### src/rtl/tensor_core_params.svh
// Tensor-core wide parameters shared by the FP pipeline and its consumers.
//   DEPTH_WARP : width of a warp id
`ifndef TENSOR_CORE_PARAMS_SVH
`define TENSOR_CORE_PARAMS_SVH
`define DEPTH_WARP 3
`endif

### src/rtl/tc_wb_pkg.sv
// Shared types and constants for the tensor-core writeback collector.
//   wb_state_e  : collector FSM state
//   FFLAGS_W    : width of an FP exception flag vector
//   REG_IDX_W   : width of a destination register index
package tc_wb_pkg;

    typedef enum logic [1:0] {
        IDLE    = 2'd0,
        COLLECT = 2'd1,
        SEND    = 2'd2
    } wb_state_e;

    localparam int unsigned FFLAGS_W  = 5;
    localparam int unsigned REG_IDX_W = 8;

endpackage

### src/rtl/tc_add_wb_collect.sv
// Gathers consecutive same-tag scalar results from the FP add pipe into one
// lane-vector writeback packet and hands it to the register-file port.
// Ports:
//   clk, rst                 : clock, asynchronous active-high reset
//   in_valid_i / in_ready_o  : result handshake from the add pipe
//   in_result_i, in_fflags_i : FP result and its exception flags
//   in_reg_idxw_i, in_warpid_i : writeback tag of the result
//   out_valid_o / out_ready_i  : packet handshake to the writeback port
//   out_data_o               : lane i at bits [i*W +: W]
//   out_mask_o, out_fflags_o : lane-valid mask, OR of collected flags
//   out_reg_idxw_o, out_warpid_o : packet tag
`include "tensor_core_params.svh"

module tc_add_wb_collect
    import tc_wb_pkg::*;
#(
    parameter int unsigned EXPWIDTH  = 5,
    parameter int unsigned PRECISION = 11,
    parameter int unsigned LANES     = 4
) (
    input  logic                                   clk,
    input  logic                                   rst,
    input  logic                                   in_valid_i,
    output logic                                   in_ready_o,
    input  logic [EXPWIDTH+PRECISION-1:0]          in_result_i,
    input  logic [FFLAGS_W-1:0]                    in_fflags_i,
    input  logic [REG_IDX_W-1:0]                   in_reg_idxw_i,
    input  logic [`DEPTH_WARP-1:0]                 in_warpid_i,
    output logic                                   out_valid_o,
    input  logic                                   out_ready_i,
    output logic [LANES*(EXPWIDTH+PRECISION)-1:0]  out_data_o,
    output logic [LANES-1:0]                       out_mask_o,
    output logic [FFLAGS_W-1:0]                    out_fflags_o,
    output logic [REG_IDX_W-1:0]                   out_reg_idxw_o,
    output logic [`DEPTH_WARP-1:0]                 out_warpid_o
);

    localparam int unsigned W     = EXPWIDTH + PRECISION;
    localparam int unsigned CNT_W = $clog2(LANES + 1);

    wb_state_e                  state_r;
    wb_state_e                  state_nxt_s;
    logic [CNT_W-1:0]           cnt_r;
    logic [LANES*W-1:0]         data_r;
    logic [LANES-1:0]           mask_r;
    logic [FFLAGS_W-1:0]        fflags_r;
    logic [REG_IDX_W-1:0]       reg_idxw_r;
    logic [`DEPTH_WARP-1:0]     warpid_r;
    logic                       out_valid_r;

    logic                       tag_match_s;
    logic                       last_lane_s;
    logic                       accept_s;
    logic                       send_done_s;
    logic                       in_ready_s;

    assign tag_match_s = (in_reg_idxw_i == reg_idxw_r) && (in_warpid_i == warpid_r);
    assign last_lane_s = (cnt_r == CNT_W'(LANES - 1));
    assign accept_s    = in_valid_i && in_ready_s;
    assign send_done_s = out_valid_r && out_ready_i;

    // State register.
    always_ff @(posedge clk or posedge rst) begin
        if (rst) begin
            state_r <= IDLE;
        end else begin
            state_r <= state_nxt_s;
        end
    end

    // Next-state logic; a valid result with a foreign tag flushes the partial packet.
    always_comb begin
        state_nxt_s = state_r;
        case (state_r)
            IDLE: begin
                if (accept_s) begin
                    state_nxt_s = (LANES == 1) ? SEND : COLLECT;
                end else begin
                    state_nxt_s = IDLE;
                end
            end
            COLLECT: begin
                if (in_valid_i && !tag_match_s) begin
                    state_nxt_s = SEND;
                end else if (accept_s && last_lane_s) begin
                    state_nxt_s = SEND;
                end else begin
                    state_nxt_s = COLLECT;
                end
            end
            SEND: begin
                if (send_done_s) begin
                    state_nxt_s = IDLE;
                end else begin
                    state_nxt_s = SEND;
                end
            end
            default: begin
                state_nxt_s = IDLE;
            end
        endcase
    end

    // Input ready: combinational on the current input tag, forced low during reset.
    always_comb begin
        in_ready_s = 1'b0;
        if (rst) begin
            in_ready_s = 1'b0;
        end else begin
            case (state_r)
                IDLE:    in_ready_s = 1'b1;
                COLLECT: in_ready_s = !in_valid_i || tag_match_s;
                SEND:    in_ready_s = 1'b0;
                default: in_ready_s = 1'b0;
            endcase
        end
    end

    // Packet valid flag, registered so out_valid_o has no path from the inputs.
    always_ff @(posedge clk or posedge rst) begin
        if (rst) begin
            out_valid_r <= 1'b0;
        end else begin
            out_valid_r <= (state_nxt_s == SEND);
        end
    end

    // Packet assembly: tag capture, indexed lane writes, flag accumulation, clear after send.
    always_ff @(posedge clk or posedge rst) begin
        if (rst) begin
            cnt_r      <= '0;
            data_r     <= '0;
            mask_r     <= '0;
            fflags_r   <= '0;
            reg_idxw_r <= '0;
            warpid_r   <= '0;
        end else begin
            case (state_r)
                IDLE: begin
                    if (accept_s) begin
                        reg_idxw_r    <= in_reg_idxw_i;
                        warpid_r      <= in_warpid_i;
                        data_r[W-1:0] <= in_result_i;
                        mask_r        <= LANES'(1);
                        fflags_r      <= in_fflags_i;
                        cnt_r         <= CNT_W'(1);
                    end
                end
                COLLECT: begin
                    if (accept_s) begin
                        for (int i = 0; i < int'(LANES); i++) begin
                            if (cnt_r == CNT_W'(i)) begin
                                data_r[i*W +: W] <= in_result_i;
                                mask_r[i]        <= 1'b1;
                            end
                        end
                        fflags_r <= fflags_r | in_fflags_i;
                        cnt_r    <= cnt_r + CNT_W'(1);
                    end
                end
                SEND: begin
                    // Clearing here keeps unfilled lanes of the next partial packet at zero.
                    if (send_done_s) begin
                        cnt_r    <= '0;
                        data_r   <= '0;
                        mask_r   <= '0;
                        fflags_r <= '0;
                    end
                end
                default: begin
                    cnt_r <= '0;
                end
            endcase
        end
    end

    assign in_ready_o     = in_ready_s;
    assign out_valid_o    = out_valid_r;
    assign out_data_o     = data_r;
    assign out_mask_o     = mask_r;
    assign out_fflags_o   = fflags_r;
    assign out_reg_idxw_o = reg_idxw_r;
    assign out_warpid_o   = warpid_r;

endmodule
### config.mk
export PLATFORM = sky130hd
export DESIGN_NAME = tc_add_wb_collect
export DESIGN_NICKNAME = d
export VERILOG_FILES = /design/src/rtl/tc_wb_pkg.sv /design/src/rtl/tc_add_wb_collect.sv
export VERILOG_INCLUDE_DIRS = /design/src /design/src/rtl
export SDC_FILE = /design/constraint.sdc
export NUM_CORES = 1
export LEC_CHECK = 0
export ABC_AREA = 1
export CAP_MARGIN = 20
export CORE_UTILIZATION = 52
export CTS_BUF_LIST = sky130_fd_sc_hd__clkbuf_2 sky130_fd_sc_hd__clkbuf_4 sky130_fd_sc_hd__clkbuf_8
export DETAILED_ROUTE_END_ITERATION = 12
export GPL_ROUTABILITY_DRIVEN = 0
export PLACE_DENSITY = 0.88
export SLEW_MARGIN = 0
export SYNTH_ARGS = -nofsm -noshare
export SYNTH_HDL_FRONTEND = slang
export SYNTH_SLANG_ARGS = --single-unit
### constraint.sdc
create_clock -name clk -period 7.1 [get_ports clk]
set_input_delay 1.42 -clock clk [delete_from_list [all_inputs] [get_ports clk]]
set_output_delay 1.42 -clock clk [all_outputs]
set_load 0.01 [all_outputs]
-- Yosys cells after proc, flatten, opt, wreduce, memory -nomap -nowiden
Cells that the tools add are included.
- flip-flop bits (word level): 90
- output and inout bits: 86
- logic and storage cells: 85
- add/subtract/negate cells: 1
- eq/ne operators: 15
- multiplexer cells: 32
- bitwise operators: 1
- reductions and logical operators: 22
- operators by type and width (kind ; number):
    $mux W64 ; 2
    $pmux W48 S2 ; 1
    $mux W16 ; 5
    $pmux W16 S3 ; 1
    $reduce_and A5 Y1 ; 4
    $reduce_and A4 Y1 ; 4
    $mux W5 ; 3
    $pmux W5 S3 ; 1
    $ne A2 B2 Y1 const B ; 7
    $mux W4 ; 3
    $pmux W4 S3 ; 1
    $mux W3 ; 3
    $pmux W3 S3 ; 1
    $eq A8 B8 Y1 ; 1
    $eq A3 B2 Y1 const B ; 2
    $mux W1 ; 6
    $mux W2 ; 3
    $pmux W2 S3 ; 1
    $logic_and A1 B1 Y1 ; 5
    $or A5 B5 Y5 ; 1
    $eq A2 B2 Y1 const B ; 2
    $add A3 B1 Y3 const B ; 1
    $eq A3 B1 Y1 const B ; 1
    $eq A3 B3 Y1 ; 1
    10 further kinds ; 11

-- Longest topological paths before layout
Gate-level depths: netlist (run 1).
- depth in word-level cells: 11
- depth in mapped cells: 14

-- Worst setup path after synthesis (run 1)
Ideal clock, no wire load.
- path type: input -> register
- start: input rst
- end: register reg_idxw_r[1], in the netlist out_reg_idxw_o[1]
- library setup time: 0.127 ns
- data arrival time: 4.554 ns
- required time: 6.973 ns
- slack: 2.419 ns
- cell stages on the path: 3
- path buffers: 0
- cell sequence: inv_1 > nand3_1 > mux2_2
- cells in the longest elaborated chain, start to end: 3
- RTL lines (element ; line ; source):
    start: declaration ; tc_add_wb_collect.sv:22 ; input logic rst,
    $mux W1 ; tc_add_wb_collect.sv:107 ; if (rst) begin
    $logic_and A1 B1 Y1 ; tc_add_wb_collect.sv:59 ; assign accept_s = in_valid_i && in_ready_s;
    $reduce_and A2 Y1 (no source line) ; - ;
    end signal: assignment ; tc_add_wb_collect.sv:141 ; reg_idxw_r <= in_reg_idxw_i;
    end: declaration ; tc_add_wb_collect.sv:47 ; logic [REG_IDX_W-1:0] reg_idxw_r;
No other way between the ends.
A chain may end at the register's enable or synchronous reset.

-- Worst setup path in the final report (run 1)
- start: input in_reg_idxw_i[5]
- end: output in_ready_o
- cells in the longest elaborated chain, start to end: 5
- RTL lines (element ; line ; source):
    start: declaration ; tc_add_wb_collect.sv:27 ; input logic [REG_IDX_W-1:0] in_reg_idxw_i,
    $eq A8 B8 Y1 ; tc_add_wb_collect.sv:57 ; assign tag_match_s = (in_reg_idxw_i == reg_idxw_r) && (in_warpid_i == warpid_r);
    $logic_and A1 B1 Y1 ; tc_add_wb_collect.sv:57 ;
    $logic_or A1 B1 Y1 ; tc_add_wb_collect.sv:112 ; COLLECT: in_ready_s = !in_valid_i || tag_match_s;
    $pmux W1 S2 ; tc_add_wb_collect.sv:110 ; case (state_r)
    $mux W1 ; tc_add_wb_collect.sv:107 ;
    end: declaration ; tc_add_wb_collect.sv:24 ; output logic in_ready_o,
No other way between the ends.

==> results of run 1 <==
[Yosys cell counts, drive strengths merged]
cell type  instances  area share, %
o21ai             85             11
inv               45            4.2
dfrtp             90             56
nand2            166             16
ha                10            3.1
nand4              2           0.31
nand3              7            1.0
xnor2              5            1.1
nor2              10            1.3
mux2               6            1.7
buf               10            1.3
or2                1           0.16
a21oi             10            1.6
nor3               3           0.38
xor2               1           0.22
clkbuf             5           0.47
clkinv             1          0.094
[flip-flops by register name, indices dropped and copies added (netlist names)]
signal          flops
cnt_r               3
out_fflags_o        5
out_reg_idxw_o      8
out_valid_o         1
out_mask_o          4
out_warpid_o        3
state_r             2
out_data_o         64
[critical path, cell delays in order]
cell and delay (ns):
clkdlybuf4s50_1 0.43, inv_1 0.08, nand2_1 0.06, nand2_1 0.08
nand2_1 0.07, nor2_1 0.13, nand3_1 0.13, nand3_1 0.13
nand2_1 0.07, inv_1 0.05, clkdlybuf4s50_1 0.52
[layer usage]
layer	GRT usage, %	vias to the layer above	share of wire, %
met5	0	-	0
li1	-	1690	-
met4	9.091	0	1.5
met3	5.484	16	7.9
met1	33.70	1677	41
met2	45.66	156	50
[metrics by stage]
stage               utilization, %  total power [mW]  instances
floorplan                        -             1.723        457
global placement             71.77             2.304        663
detailed placement           71.77             2.362        663
global route                 75.41             3.023        679
CTS                          75.03             2.790        678
finish                       75.41             2.811        679
[logic make-up (layout without fill, tap and decap cells)]
| logic type | Yosys count | count (layout) | synth area share (%) |
|---|---|---|---|
| AND/OR/NAND/NOR | 189 | 189 | 18.98 |
| AO/OA/AOI/OAI | 95 | 95 | 12.30 |
| adder cells (fa/ha/maj) | 10 | 10 | 3.137 |
| XOR/XNOR | 6 | 6 | 1.317 |
| buffers and inverters | 61 | 184 | 6.117 |
| multiplexers | 6 | 6 | 1.694 |
| flip-flops | 90 | 90 | 56.46 |
[power by group]
group / total [mW] / internal (mW) / switching [mW]
sequential: 0.914 / 0.759 / 0.155
clock: 0.416 / 0.234 / 0.182
combinational: 1.48 / 0.668 / 0.813
[worst paths after layout]
path | startpoint | endpoint | depth (start not counted)
max | in_reg_idxw_i[5] | in_ready_o | 11
min | out_data_o[24] | out_data_o[24] | 2
max reg2reg | state_r[1] | out_data_o[30] | 10
min reg2reg | out_data_o[24] | out_data_o[24] | 2
max in group asynchronous | rst | out_data_o[8] | 3
min in group asynchronous | rst | out_fflags_o[4] | 2
[area by class of cell]
class	instances	area, um2	share of cell area (%)
Clock buffer	9	123.9	2.241
Clock inverter	6	115.1	2.082
Inverter	46	173.9	3.146
Multi-Input combinational cell	306	1493	27.00
Sequential cell	90	2252	40.74
Tap cell	99	123.9	2.241
Timing Repair Buffer	123	1246	22.54
==> results.md, run 1 <==
- Status: complete, no violations
- Layout Nets: 622
- Hold buffers post-CTS: 0
- DRC: 0
- Critical Path AT: 3.17 ns
- Critical Path RT: 5.68 ns
- Final hold slack: 0.4821 ns
- Critical Path End Type: output pin
- Initial DRC count: 153
- DRT Pass-1 Iters: 4
- Synth warn: 0
- WL per Instance: 14.69 um
- Die width: 89.59 um
- CTS tree: built
- Root Driver: clkbuf_8
- Final Setup Violations: 0
- Setup TNS: 0 ns
- Area growth from synthesis to layout: 38.58%
- Vias in the first global route: 3310
- Clk_skew: 0.008362 ns
- N_diodes: 0
- Clock latency on the worst-skew pair: 0.35 ns
- GRT Resource Usage Total: 26.61%
- Most frequent cells in the layout: nand2_1, clkdlybuf4s50_1, dfrtp_1
- Worst setup margin: 2.509 ns
- Syn avg cell area: 8.728 um2
- Filler Cell Count: 513
- GRT Residual Overflow: 0
- Flops & latches, synth: 90
- CP Max Fanout: 3
- Core Area: 7331 um2
- Gates resized, CTS repair: 0
- Die Y: 89.59 um
- Placement Cell Area: 5261 um2
- TritonCTS buffer count: 9
- Ratio of cells with drive above 1 in the final layout: 6.207%
- Place WS: 2.568 ns
- Hold crit path type: flip-flop to flip-flop
- Max-cap violation count: 0
- Synth Instances: 457
- Final Hold Vio Count: 0
- Type of origin of the critical path: input port
- Die ar.: 8025 um2
- Post-synthesis sequential area ratio: 56.46%
- Ports: 122
- CTS Sinks: 90
- First-pass GRT wire length: 15980 um
- Via/cell ratio: 5.212
- Syn Nets: 503
- Initial antenna violation count: 0
- CP Class: input port to output pin
- Pwr/cell area: 508.5 nW/um2
- Finished Cell Area: 5528 um2
- Clock buffer depth: 2
- Post-DRT Antenna Nets: 0
- Relative slew slack: 38.20%
- Port bufs: 121
- Post-CTS setup buffers: 0
- Peak Freq: 217.8 MHz
- Worst slew pin tran: 0.9270 ns
- Fin. max-slew vios: 0
- Row count: 31
- DRT Wirelength: 9973 um
- Distinct cells, synth: 25
- H-Tree Level Count: 3
- DP Wirelength: 7079 um
- Reg clk slew, reported paths: 0.09 ns
- Tmin final: 4.591 ns
- Via Count: 3539
- R2R setup slack: 4.35 ns
- Largest net degree at the start of global routing: 55
- Commonest non-fill, non-tap cell in the layout: nand2_1
- Syn Std Cell Area: 3989 um2
- Initial Utilization: 54.41%
- Final period utilization: 64.66%
- Leakage: 2.700 nW
- Worst VDD drop: 0.2825 mV
- RSZ-0062 raised after global routing: no
Note: power is estimated with default switching activity, not from simulation.
==> run 2, diff against run 1 <==
--- a/config.mk
+++ b/config.mk
@@ -8,11 +8,11 @@
 export LEC_CHECK = 0
 export ABC_AREA = 1
 export CAP_MARGIN = 20
-export CORE_UTILIZATION = 52
+export CORE_UTILIZATION = 48
 export CTS_BUF_LIST = sky130_fd_sc_hd__clkbuf_2 sky130_fd_sc_hd__clkbuf_4 sky130_fd_sc_hd__clkbuf_8
 export DETAILED_ROUTE_END_ITERATION = 12
 export GPL_ROUTABILITY_DRIVEN = 0
-export PLACE_DENSITY = 0.88
+export PLACE_DENSITY = 0.82
 export SLEW_MARGIN = 0
 export SYNTH_ARGS = -nofsm -noshare
 export SYNTH_HDL_FRONTEND = slang
==> constraint.sdc (replaced) <==
create_clock -name clk -period 4.6 [get_ports clk]
set_input_delay 0.92 -clock clk [delete_from_list [all_inputs] [get_ports clk]]
set_output_delay 0.92 -clock clk [all_outputs]
set_load 0.01 [all_outputs]
==> results.md, run 2 (synthesized netlist as in run 1, its figures left out) <==
- Place WS: 1.045 ns
- Final Setup Violations: 0
- Clock latency on the worst-skew pair: 0.35 ns
- Gates resized, CTS repair: 0
- DRC: 0
- Setup TNS: 0 ns
- Post-DRT Antenna Nets: 0
- Sequential share of power: 32.7%
- TritonCTS buffer count: 9
- Initial antenna violation count: 0
- Slowest library cell on the worst path: clkdlybuf4s50_1
- Comb pwr share: 53.3%
- Via Count: 3466
- Initial Utilization: 50.57%
- Switching share of power: 41.18%
- WL per Instance: 14.49 um
- Tmin final: 3.535 ns
- Ports: 122
- Hold crit path type: flip-flop to flip-flop
- Worst slew pin tran: 0.9489 ns
- Die width: 93.16 um
- Die Y: 93.16 um
- Critical Path RT: 3.68 ns
- Final period utilization: 76.86%
- Area growth from synthesis to layout: 38.36%
- CP Max Fanout: 3
- Post-CTS setup buffers: 0
- Root Driver: clkbuf_8
- CP dominant cell by count: nand2_1
- Final hold slack: 0.4844 ns
- H-Tree Level Count: 3
- Clock buffer depth: 2
- Fin. max-slew vios: 0
- Max-cap violation count: 0
- Status: complete, no violations
- Port bufs: 121
- Clk_skew: 0.008232 ns
- Pwr/cell area: 778.0 nW/um2
- Worst VDD drop: 0.4168 mV
- Most frequent cells in the layout: nand2_1, clkdlybuf4s50_1, dfrtp_1
- GRT Residual Overflow: 0
- N_diodes: 0
- Worst setup margin: 1.065 ns
- Layout Nets: 622
- Critical Path End Type: output pin
- DRT Pass-1 Iters: 4
- Commonest non-fill, non-tap cell in the layout: nand2_1
- Cell family with most CP delay: buffers and inverters
- Hold buffers post-CTS: 0
- Vias in the first global route: 3288
- Max FFs per register: 64
- DP Wirelength: 7103 um
- Reg clk slew, reported paths: 0.09 ns
- Leakage: 2.693 nW
- Placement Cell Area: 5265 um2
- Final Hold Vio Count: 0
- Sw Pwr: 1.768 mW
- CP Class: input port to output pin
- Critical path, cell by cell: clkdlybuf4s50_1 -> inv_1 -> nand2_1 -> nand2_1 -> nand2_1 -> nor2_1 -> nand3_1 -> nand3_1 -> nand2_1 -> inv_1 -> clkdlybuf4s50_1
- DRT Wirelength: 9900 um
- First-pass GRT wire length: 15810 um
- CTS tree: built
- RSZ-0062 raised after global routing: no
- Row count: 32
- Finished Cell Area: 5519 um2
- Internal power: 2.526 mW
- Relative slew slack: 36.74%
- Ratio of cells with drive above 1 in the final layout: 6.368%
- Critical path's largest stage delay: 0.52 ns
- Initial DRC count: 133
- Peak Freq: 282.9 MHz
- CTS Sinks: 90
- CP Buf/Inv Count: 4
- GRT Resource Usage Total: 23.81%
- Clock share of power: 14.0%
- Die ar.: 8679 um2
- Critical Path AT: 2.62 ns
- Type of origin of the critical path: input port
- Largest net degree at the start of global routing: 68
- Core Area: 7888 um2
- Via/cell ratio: 5.075
-- run 2: changes by cell type in the layout (fill, tap and decap cells not counted) --
cell,delta
clkinv_4,-1
bufinv_16,-1
clkbuf_8,+1
clkinvlp_4,+1
clkinv_2,+1
-- run 2: final timing paths --
path / to / depth (start not counted) / from / slack [ns]
max: in_ready_o / 11 / in_reg_idxw_i[5] / 1.06
min in group asynchronous: out_fflags_o[4] / 2 / rst / 0.92
min: out_data_o[17] / 2 / out_data_o[17] / 0.48
max in group asynchronous: out_data_o[22] / 3 / rst / 2.49
min reg2reg: out_data_o[17] / 2 / out_data_o[17] / 0.48
max reg2reg: out_data_o[36] / 10 / state_r[1] / 1.82
-- run 2: routing by layer --
metal | share of wire [%] | track usage (%)
met5 | 0 | 0
met2 | 51 | 41.54
met4 | 0.94 | 8.077
met3 | 5.9 | 4.472
met1 | 42 | 29.67
-- run 2: worst min-delay path: stages, from the launching register on --
cell and delay, ns:
dfrtp_1 0.35, o21ai_1 0.06, nand2_1 0.05
-- run 2: power groups by stage --
stage	Sequential (mW)	Clock, mW	Combinational [mW]
after floorplan	1.54	0	1.12
after global placement	1.40	0	2.17
after detailed placement	1.42	0	2.25
after CTS	1.41	0.610	2.26
after global routing	1.45	0.643	2.54
final	1.41	0.601	2.29
-- run 2: metrics by stage --
step / std cells / util, % / power (mW)
finish: 683 / 69.97 / 4.294
global route: 683 / 69.97 / 4.628
CTS: 682 / 69.62 / 4.280
detailed placement: 666 / 66.75 / 3.663
global placement: 666 / 66.75 / 3.572
floorplan: 457 / - / 2.659
-- run 2: final cells by class --
cell class | count | area [um2]
Fill cell | 600 | 2369
Sequential cell | 90 | 2252
Multi-Input combinational cell | 306 | 1493
Timing Repair Buffer | 123 | 1246
Inverter | 46 | 173.9
Clock buffer | 10 | 137.6
Tap cell | 102 | 127.6
Clock inverter | 6 | 88.84
==> run 3, diff against run 2 <==
--- a/config.mk
+++ b/config.mk
@@ -8,11 +8,11 @@
 export LEC_CHECK = 0
 export ABC_AREA = 1
 export CAP_MARGIN = 20
-export CORE_UTILIZATION = 48
+export CORE_UTILIZATION = 44
 export CTS_BUF_LIST = sky130_fd_sc_hd__clkbuf_2 sky130_fd_sc_hd__clkbuf_4 sky130_fd_sc_hd__clkbuf_8
 export DETAILED_ROUTE_END_ITERATION = 12
 export GPL_ROUTABILITY_DRIVEN = 0
-export PLACE_DENSITY = 0.82
+export PLACE_DENSITY = 0.79
 export SLEW_MARGIN = 0
 export SYNTH_ARGS = -nofsm -noshare
 export SYNTH_HDL_FRONTEND = slang
==> constraint.sdc (replaced) <==
create_clock -name clk -period 3.19 [get_ports clk]
set_input_delay 0.638 -clock clk [delete_from_list [all_inputs] [get_ports clk]]
set_output_delay 0.638 -clock clk [all_outputs]
set_load 0.01 [all_outputs]
==> results.md, run 3 (synthesized netlist as in run 1, its figures left out) <==
- Port bufs: 121
- CP Class: input port to output pin
- Leakage: 2.706 nW
- Worst Hold Launch: out_data_o[37]
- Die ar.: 9450 um2
- Critical path's largest stage delay: 0.52 ns
- CTS tree: built
- Cell family with most CP delay: buffers and inverters
- Worst slew pin tran: 0.6489 ns
- Ratio of cells with drive above 1 in the final layout: 7.167%
- Critical path, cell by cell: clkdlybuf4s50_1 -> nand2_1 -> nand2_1 -> nand2_1 -> nor2_1 -> nand3_1 -> nand3_1 -> nand2_1 -> inv_1 -> clkdlybuf4s50_1
- Final period utilization: 93.66%
- Root Driver: clkbuf_8
- Clock buffer depth: 2
- Largest net degree at the start of global routing: 46
- Layout Nets: 627
- Total power: 6.163 mW
- Relative slew slack: 56.62%
- H-Tree Level Count: 3
- Final hold slack: 0.4944 ns
- Worst setup path startpoint: in_reg_idxw_i[2]
- Tmin final: 2.988 ns
- Via Count: 3476
- Die Y: 97.21 um
- Post-CTS setup buffers: 0
- Worst VDD drop: 0.5842 mV
- CP Buf/Inv Count: 3
- Fin cells: 694
- Type of origin of the critical path: input port
- Row count: 34
- Max FFs per register: 64
- Via/cell ratio: 5.009
- Pwr/cell area: 1112 nW/um2
- Die width: 97.21 um
- Initial antenna violation count: 0
- Critical Path AT: 2.35 ns
- Vias in the first global route: 3321
- CP Max Fanout: 3
- Final Hold Vio Count: 0
- DP Wirelength: 7413 um
- Critical Path End Type: output pin
- Area growth from synthesis to layout: 38.93%
- WL per Instance: 14.49 um
- CTS Sinks: 90
- Gates resized, CTS repair: 0
- Commonest non-fill, non-tap cell in the layout: nand2_1
- RSZ-0062 raised after global routing: no
- DRT Pass-1 Iters: 5
- Most frequent cells in the layout: nand2_1, clkdlybuf4s50_1, dfrtp_1
- Initial Utilization: 45.52%
- CP dominant cell by count: nand2_1
- Max-cap violation count: 0
- Hold buffers post-CTS: 0
- Reg clk slew, reported paths: 0.09 ns
- GRT Residual Overflow: 0
- Hold crit path type: flip-flop to flip-flop
- Peak Freq: 334.7 MHz
- TritonCTS buffer count: 9
- Placed cells: 678
- GRT Resource Usage Total: 21.35%
- Clock latency on the worst-skew pair: 0.35 ns
- Fin. max-slew vios: 0
- R2R Path Start: state_r[0]
- First-pass GRT wire length: 16080 um
- Initial DRC count: 179
- Setup TNS: 0 ns
- Ports: 122
- DRT Wirelength: 10060 um
- Post-DRT Antenna Nets: 0
- Clk_skew: 0.008944 ns
- Filler Cell Count: 763
- Final Setup Violations: 0
- N_diodes: 0
- Slowest library cell on the worst path: clkdlybuf4s50_1
- DRC: 0
- Critical Path RT: 2.55 ns
- Status: complete, no violations
- Core Area: 8763 um2
## run 3: final timing paths
| kind | slack (ns) | to | cells after the start |
|---|---|---|---|
| hold reg to reg | 0.49 | out_data_o[37] | 2 |
| setup reg to reg | 0.70 | out_data_o[8] | 11 |
| setup / recovery | 0.20 | in_ready_o | 10 |
| max in group asynchronous | 1.89 | out_data_o[1] | 3 |
| min in group asynchronous | 0.89 | out_data_o[46] | 3 |
| hold / removal | 0.49 | out_data_o[37] | 2 |
## run 3: area by class of cell
class	count	area, um2	area share (%)
clock buffers	10	131.4	2.371
multi-input cells	306	1493	26.94
well taps	108	135.1	2.438
clock inverters	6	90.09	1.626
repair buffers	128	1264	22.80
flip-flops and latches	90	2252	40.64
inverters	46	176.4	3.184
## run 3: stage by stage
step                      util, %  area, um2  setup WS [ns]
after global routing        63.24       5542        0.07601
after global placement      60.71       5320         0.2391
after floorplan                 -       3993         0.1361
final                       63.24       5542         0.2022
after CTS                   63.24       5542         0.2086
after detailed placement    60.71       5320         0.2216
## run 3: power by group
part / switching, mW / internal, mW / leakage (nW)
sequential: 0.345 / 1.69 / 1.13
combinational: 1.78 / 1.48 / 1.46
clock: 0.412 / 0.453 / 0.110
## run 3: metal layers
metal	wire length, um	vias to the layer above	GRT usage (%)
met5	0	-	0
met4	152	0	5.769
met3	783	11	6.691
met2	4811	128	35.21
met1	4309	1638	27.26
li1	-	1699	-
## run 3: worst register-to-register path, delay by kind of cell (launching register included)
| family | cells | cell delay, ns |
|---|---|---|
| compound gates | 2 | 0.54 |
| fa+ha+maj | 1 | 0.16 |
| buf+inv | 4 | 0.96 |
| flops | 1 | 0.41 |
| simple gates | 4 | 0.35 |
